### config.mk
export PLATFORM = sky130hd
export DESIGN_NAME = fwd_hazard_unit
export DESIGN_NICKNAME = d
export VERILOG_FILES = /design/src/rtl/pipe_ctrl_pkg.sv /design/src/rtl/fwd_src_sel.sv /design/src/rtl/fwd_hazard_unit.sv
export SDC_FILE = /design/constraint.sdc
export NUM_CORES = 1
export LEC_CHECK = 0
export CELL_PAD_IN_SITES_DETAIL_PLACEMENT = 2
export CELL_PAD_IN_SITES_GLOBAL_PLACEMENT = 2
export CORE_ASPECT_RATIO = 1.25
export CORE_MARGIN = 5
export CORE_UTILIZATION = 35
export CTS_BUF_LIST = sky130_fd_sc_hd__clkbuf_8
export CTS_CLUSTER_SIZE = 8
export DETAILED_ROUTE_END_ITERATION = 10
export MAX_ROUTING_LAYER = met4
export PLACE_DENSITY = 0.84
export SYNTH_ARGS = -nofsm -noshare
export SYNTH_HDL_FRONTEND = slang
export SYNTH_HIERARCHICAL = 1
export SYNTH_SLANG_ARGS = --single-unit
### constraint.sdc
create_clock -name clk -period 5.3 [get_ports clk]
set_clock_uncertainty 0.1 [all_clocks]
set_input_delay 1.06 -clock clk [delete_from_list [all_inputs] [get_ports clk]]
set_output_delay 1.06 -clock clk [all_outputs]
set_load 0.02 [all_outputs]
### src/rtl/pipe_ctrl_pkg.sv
// Shared pipeline-control definitions: forwarding select encodings and the
// per-stage control record kept by the shadow pipeline.
package pipe_ctrl_pkg;

    localparam int unsigned FWD_W   = 2;
    localparam logic [1:0]  FWD_RF  = 2'b00;
    localparam logic [1:0]  FWD_WB  = 2'b01;
    localparam logic [1:0]  FWD_MEM = 2'b10;

    // Control bits of one shadow stage; rd is held alongside, sized by REG_AW
    typedef struct packed {
        logic valid;
        logic regwrite;
        logic is_load;
    } stage_ctrl_t;

    localparam stage_ctrl_t STAGE_BUBBLE = '{valid: 1'b0, regwrite: 1'b0, is_load: 1'b0};

endpackage

### src/rtl/fwd_src_sel.sv
// Forwarding select for one EX source operand against the MEM and WB shadow
// stages. MEM wins over WB because it holds the younger value.
module fwd_src_sel
    import pipe_ctrl_pkg::*;
#(
    parameter int unsigned REG_AW = 5
) (
    input  logic [REG_AW-1:0] rs,
    input  logic              rs_used,
    input  logic              mem_valid,
    input  logic              mem_regwrite,
    input  logic              mem_is_load,
    input  logic [REG_AW-1:0] mem_rd,
    input  logic              wb_valid,
    input  logic              wb_regwrite,
    input  logic [REG_AW-1:0] wb_rd,
    output logic [FWD_W-1:0]  sel
);

    logic rs_live;
    logic mem_hit;
    logic wb_hit;

    // A load in MEM has no data yet, so it never forwards; fall through to WB/regfile
    always_comb begin
        rs_live = rs_used & (rs != '0);
        mem_hit = rs_live & mem_valid & mem_regwrite & (mem_rd == rs) & ~mem_is_load;
        wb_hit  = rs_live & wb_valid & wb_regwrite & (wb_rd == rs);
        if (mem_hit) begin
            sel = FWD_MEM;
        end else if (wb_hit) begin
            sel = FWD_WB;
        end else begin
            sel = FWD_RF;
        end
    end

endmodule

### src/rtl/fwd_hazard_unit.sv
// Load-use hazard detection, EX operand forwarding selects and a saturating
// stall counter, driven by a shadow copy of the EX/MEM/WB control fields.
module fwd_hazard_unit
    import pipe_ctrl_pkg::*;
#(
    parameter int unsigned NUM_SRC = 2,
    parameter int unsigned REG_AW  = 5,
    parameter int unsigned CNT_W   = 32
) (
    input  logic                      clk,
    input  logic                      rst,
    input  logic                      id_valid,
    input  logic [NUM_SRC*REG_AW-1:0] id_rs,
    input  logic [NUM_SRC-1:0]        id_rs_used,
    input  logic [REG_AW-1:0]         id_rd,
    input  logic                      id_regwrite,
    input  logic                      id_is_load,
    input  logic                      flush,
    output logic                      stall,
    output logic [2*NUM_SRC-1:0]      fwd_sel,
    output logic [CNT_W-1:0]          stall_cnt
);

    stage_ctrl_t               ex_ctrl_q, mem_ctrl_q, wb_ctrl_q;
    logic [REG_AW-1:0]         ex_rd_q, mem_rd_q, wb_rd_q;
    logic [NUM_SRC*REG_AW-1:0] ex_rs_q;
    logic [NUM_SRC-1:0]        ex_rs_used_q;

    stage_ctrl_t               ex_ctrl_d;
    logic [REG_AW-1:0]         ex_rd_d;
    logic [NUM_SRC*REG_AW-1:0] ex_rs_d;
    logic [NUM_SRC-1:0]        ex_rs_used_d;

    logic [NUM_SRC-1:0]        src_hazard;
    logic                      ex_load_live;
    logic                      hazard;
    logic [2*NUM_SRC-1:0]      fwd_raw;
    logic [CNT_W-1:0]          stall_cnt_q;

    // WB load flag is tracked with the stage but no rule reads it
    logic unused_wb_is_load;
    assign unused_wb_is_load = wb_ctrl_q.is_load;

    assign ex_load_live = ex_ctrl_q.valid & ex_ctrl_q.regwrite & ex_ctrl_q.is_load &
                          (ex_rd_q != '0);

    for (genvar g = 0; g < NUM_SRC; g++) begin : g_src
        // ID source g reads the register the EX load has not produced yet
        assign src_hazard[g] = id_rs_used[g] & (id_rs[g*REG_AW +: REG_AW] == ex_rd_q);

        fwd_src_sel #(
            .REG_AW(REG_AW)
        ) u_fwd_src_sel (
            .rs          (ex_rs_q[g*REG_AW +: REG_AW]),
            .rs_used     (ex_rs_used_q[g]),
            .mem_valid   (mem_ctrl_q.valid),
            .mem_regwrite(mem_ctrl_q.regwrite),
            .mem_is_load (mem_ctrl_q.is_load),
            .mem_rd      (mem_rd_q),
            .wb_valid    (wb_ctrl_q.valid),
            .wb_regwrite (wb_ctrl_q.regwrite),
            .wb_rd       (wb_rd_q),
            .sel         (fwd_raw[2*g +: 2])
        );
    end

    // Stall and forwarding outputs; reset forces both quiet while state clears
    always_comb begin
        hazard  = id_valid & ex_load_live & (|src_hazard);
        stall   = hazard & ~flush & ~rst;
        fwd_sel = rst ? '0 : fwd_raw;
    end

    // Next EX entry: the ID instruction on a normal cycle, a bubble on stall or flush
    always_comb begin
        ex_ctrl_d    = STAGE_BUBBLE;
        ex_rd_d      = '0;
        ex_rs_d      = '0;
        ex_rs_used_d = '0;
        if (!stall && !flush) begin
            ex_ctrl_d.valid    = id_valid;
            ex_ctrl_d.regwrite = id_regwrite;
            ex_ctrl_d.is_load  = id_is_load;
            ex_rd_d            = id_rd;
            ex_rs_d            = id_rs;
            ex_rs_used_d       = id_rs_used & {NUM_SRC{id_valid}};
        end
    end

    // Shadow pipeline advance; MEM and WB always shift
    always_ff @(posedge clk) begin
        if (rst) begin
            ex_ctrl_q    <= STAGE_BUBBLE;
            mem_ctrl_q   <= STAGE_BUBBLE;
            wb_ctrl_q    <= STAGE_BUBBLE;
            ex_rd_q      <= '0;
            mem_rd_q     <= '0;
            wb_rd_q      <= '0;
            ex_rs_q      <= '0;
            ex_rs_used_q <= '0;
        end else begin
            ex_ctrl_q    <= ex_ctrl_d;
            ex_rd_q      <= ex_rd_d;
            ex_rs_q      <= ex_rs_d;
            ex_rs_used_q <= ex_rs_used_d;
            mem_ctrl_q   <= ex_ctrl_q;
            mem_rd_q     <= ex_rd_q;
            wb_ctrl_q    <= mem_ctrl_q;
            wb_rd_q      <= mem_rd_q;
        end
    end

    // Saturating count of stall cycles
    always_ff @(posedge clk) begin
        if (rst) begin
            stall_cnt_q <= '0;
        end else if (stall && (stall_cnt_q != {CNT_W{1'b1}})) begin
            stall_cnt_q <= stall_cnt_q + CNT_W'(1);
        end
    end

    assign stall_cnt = stall_cnt_q;

endmodule

=== Word-level counts from Yosys, hierarchy flattened ===
Cells that the tools add are included.

* Equal/unequal tests: 7
* Muxes and demuxes: 5
* $add $sub $neg: 1
* Reductions and logical operators: 9
* Bitwise logic cells: 30

{| class="wikitable"
|+ Operators with widths
! cell !! number
|-
| $add 32x1->32 const B || 1
|-
| $ne 32x32->1 const B || 1
|-
| $eq 5x5->1 || 6
|-
| $and 1x1->1 || 25
|-
| $reduce_bool 5->1 || 3
|-
| $mux 2 || 2
|-
| $mux 4 || 1
|-
| $not 1->1 || 4
|-
| $reduce_or 2->1 || 2
|-
| $and 2x2->2 || 1
|-
| $logic_and 1x1->1 || 2
|-
| $logic_not 1->1 || 2
|-
| $mux 1 || 2
|}

* Output and inout bits: 37
* Register bits after elaboration: 67
* Word-level logic and storage cells: 66
* Bits of input ports: 23

=== Depth between registers and ports, before layout ===
* Depth in word-level cells: 11
* Depth in mapped cells: 8
* Gate-level depth less buffers: 7

=== Hierarchy ===
Netlist, hierarchy kept.

{| class="wikitable"
|+ Modules (own cells, without submodules)
! module !! area each (µm²) !! times used !! cells each !! sequential area each (µm²)
|-
| fwd_hazard_unit || 2776.4 || 1 || 296 || 1341.3
|-
| fwd_src_sel || 148.9 || 2 || 20 || 0.0
|}

=== Worst setup path after synthesis ===
No wires, ideal clock.

* Path type: input to output
* Start: input id_rs[0]
* End: output stall
* Buffers on the path: 0
* Data arrival time: 1.907 ns
* Slack: 2.233 ns
* Stages: 5
* Data required time: 4.140 ns
* Path through: xnor2_1 > nand4_1 > o22ai_4 > nand2_1 > inv_1

* Cells in the longest elaborated chain, start to end: 6

{| class="wikitable"
|+ Ends and longest elaborated chain
! element !! RTL line !! text
|-
| start: declaration || fwd_hazard_unit.sv:13 || <nowiki>input logic [NUM_SRC*REG_AW-1:0] id_rs,</nowiki>
|-
| $eq 5x5->1 || fwd_hazard_unit.sv:49 || <nowiki>assign src_hazard[g] = id_rs_used[g] & (id_rs[g*REG_AW +: REG_AW] == ex_rd_q);</nowiki>
|-
| $and 1x1->1 || fwd_hazard_unit.sv:49 ||
|-
| $reduce_or 2->1 || fwd_hazard_unit.sv:69 || <nowiki>hazard = id_valid & ex_load_live & (|src_hazard);</nowiki>
|-
| $and 1x1->1 || fwd_hazard_unit.sv:69 ||
|-
| $and 1x1->1 (2 in a row) || fwd_hazard_unit.sv:70 || <nowiki>stall = hazard & ~flush & ~rst;</nowiki>
|-
| end: declaration || fwd_hazard_unit.sv:19 || <nowiki>output logic stall,</nowiki>
|}

No other way between the ends.

=== Final worst setup path ===
* Start: input id_rs[3]
* End: output stall

The elaborated chain is that of the path after synthesis.

==> results.toml <==
[cts]
cts_buffer_depth = 2
cts_sinks = 67
clkTransAtPathRegs_ps = 70
clock_latency_ps = 350
cts_tree = "done"
numCtsBuffers = 9
h-tree-depth = 3
root_buffer = "clkbuf_8"
post-cts-setup-buffer-count = 0
cts_resized = 0
cts_hold_buf = 0

[cells_and_area]
final_cell_mix = "dfxtp_1 (67), clkdlybuf4s50_1 (58), nand2_1 (22), xnor2_1 (21)"
drive_above_1_share = 0.0802
syn2layout_area_growth_pct = 29.3
seqCellArea_um2 = 1340
final_common_cell = "dfxtp_1"
nets = 418
multi_input_area_um2 = 1630
n_fill_cell = 960
fin_cells = 519
final_area_um2 = 3980
num_antenna_cells = 0

[route]
drt_wl_total_um = 9660
firstDrtPassIters = 4
wl_per_cell_um = 18.6
ant_nets = 0
drc = 0
drt_iter0_markers = 53
via_per_inst = 5.22
vias = 2711

[die]
rows = 38
dieArea_um2 = 10800
die-width_um = 93.8
ios = 60
coreArea_um2 = 8650
start_util = 0.355
die_y_um = 115

[setup_path]
required_ps = 4140
crit_family = "buffers and inverters"
crit_start = "id_rs[3]"
end_kind = "primary output"
crit_fanout = 5
critPathBufInv = 3
crit_cells = 7
slowest_stage = "clkdlybuf4s50_1"
r2r_start = "stall_cnt[0]"
crit_end = "stall"
arrival_ps = 3090
reg2reg_slack_ps = 2510
r2r-end = "stall_cnt[15]"
cpMostUsedCell = "clkdlybuf4s50_1"
startpoint_type = "input port"
cpPeakStageDelay_ps = 630
worstSetupPathType = "input port to primary output"
r2r_cells = 7
crit_path_cell_trace = "clkdlybuf4s50_1, xnor2_1, nand4_1, o22ai_4, nand2_1, inv_1, clkdlybuf4s50_1"

[placement]
dp_hpwl_um = 7010
place_area_um2 = 3750
place_inst = 503
globalplace.congestion = 0.782
portBuffers = 59

[yosys]
ys_seq_area_frac = 0.436
ys_seq_elements = 67
ys_types = 42
syn-num-nets = 360
synthCells = 336
synth-main-ff-cell = "dfxtp_1"
syn-mean-instance-area_um2 = 9.15
async_flop_share = 0
ys.warnings.count = 6
synth_area_um2 = 3070
synth-edff-count = 0

[pwr]
finalPower_w = 0.00107
irDropWorstVdd_mv = 0.113
power.density_nw_per_um2 = 268
p_leak_nw = 1.36

[global_route]
antenna_found_initial = 0
grt_max_degree = 53
grt_pass1_vias = 2996
use_met3 = 0.0432
grt-ovfl-total = 0
grt_use_total = 0.195
grt_util_met2 = 0.344
grt_pass1_wl_um = 15800
top_usage_layer = "met2"
gr-usage-met1 = 0.222

[hold_path]
min_path_cells = 1
min-delay-start = "ex_ctrl_q[1]"
min_path_type = "register to register"

[job]
drv_cap = 0

[sta]
fmax_mhz = 235
fin_crit_ps = 4250
worst_pin_slew_ps = 966
relSlewSlack = 0.354
rsz0062_at_grt = "false"
setup-tns-final_ps = 0
setup_viol = 0
finalCritPeriodShare = 0.803
holdWs_ps = 385
finalHoldViolCount = 0
finalMaxSlewViolations = 0

[status]
status = "finished clean"
## flip-flops by register name, indices dropped and copies added (netlist names)
name          cells
ex_ctrl_q         3
ex_rs_used_q      2
ex_rs_q          10
mem_rd_q          5
wb_ctrl_q         2
mem_ctrl_q        3
stall_cnt        32
wb_rd_q           5
ex_rd_q           5
## layer usage
| layer | wire (µm) | vias up |
|---|---|---|
| met3 | 271 | 12 |
| li1 | - | 1323 |
| met5 | 0 | - |
| met2 | 5170 | 39 |
| met1 | 4100 | 1337 |
| met4 | 116 | 0 |
## worst min path at each step
stage                    endpoint  slack, ps
floorplan           mem_ctrl_q[2]        330
global placement    mem_ctrl_q[2]        360
detailed placement  mem_ctrl_q[2]        360
CTS                 mem_ctrl_q[1]        390
global route        mem_ctrl_q[1]        410
finish              mem_ctrl_q[1]        380
## report_power, final
group          switching [W]  internal [W]   total, W
Clock               0.000196      0.000288   0.000484
Sequential        0.00000960      0.000512   0.000521
Combinational      0.0000272     0.0000322  0.0000594
## cell usage after synthesis, types with 2 or more instances
master     n  area (µm²)
buf_6      2        22.5
buf_4      2        15.0
o21ai_0   11        55.1
xnor2_1   21         184
nand3_1   15        75.1
nor3_1     4        20.0
nand2_1   22        82.6
and2_1    18         113
dfxtp_1   67        1340
and3_1     5        31.3
nor2_1    14        52.6
and4_1     3        26.3
clkbuf_1   8        30.0
a21oi_1   19        95.1
or2_2      2        12.5
nand4_1   15        93.8
nor3b_1    2        15.0
o311ai_0   2        17.5
nand4_2    2        25.0
o211ai_1   3        22.5
mux2_4     2        30.0
or4_1     17         128
nor2_2     2        12.5
o31ai_1   10        75.1
nor2b_1   19         119
nor4_1     6        37.5
inv_1      7        26.3
buf_2      2        10.0
xor2_1    12         105
or3_1     10        62.6
## stage by stage
stage          worst slack (ps)  utilization
6_report                   1050        0.459
5_1_grt                     926        0.459
4_1_cts                    1030        0.459
3_5_place_dp               1070        0.433
3_3_place_gp               1130        0.433
2_1_floorplan              2230            -
## final cells by class
class,count,share of cell area
timing repair buffer,61,0.151
clock inverter,5,0.0192
sequential,67,0.337
inverter,7,0.00661
clock buffer,11,0.0381
multi-input combinational,248,0.410
tap,120,0.0378
## cell families (layout without fill, tap and decap cells)
family,after synthesis,in the layout,share of synthesized area
adder cells (fa/ha/maj),1,1,0.00407
AO/OA/AOI/OAI,52,52,0.114
buffers and inverters,21,84,0.0338
multiplexers,3,3,0.0130
AND/OR/NAND/NOR,159,159,0.304
XOR/XNOR,33,33,0.0940
flip-flops,67,67,0.436
Note: power is estimated with default switching activity, not from simulation.
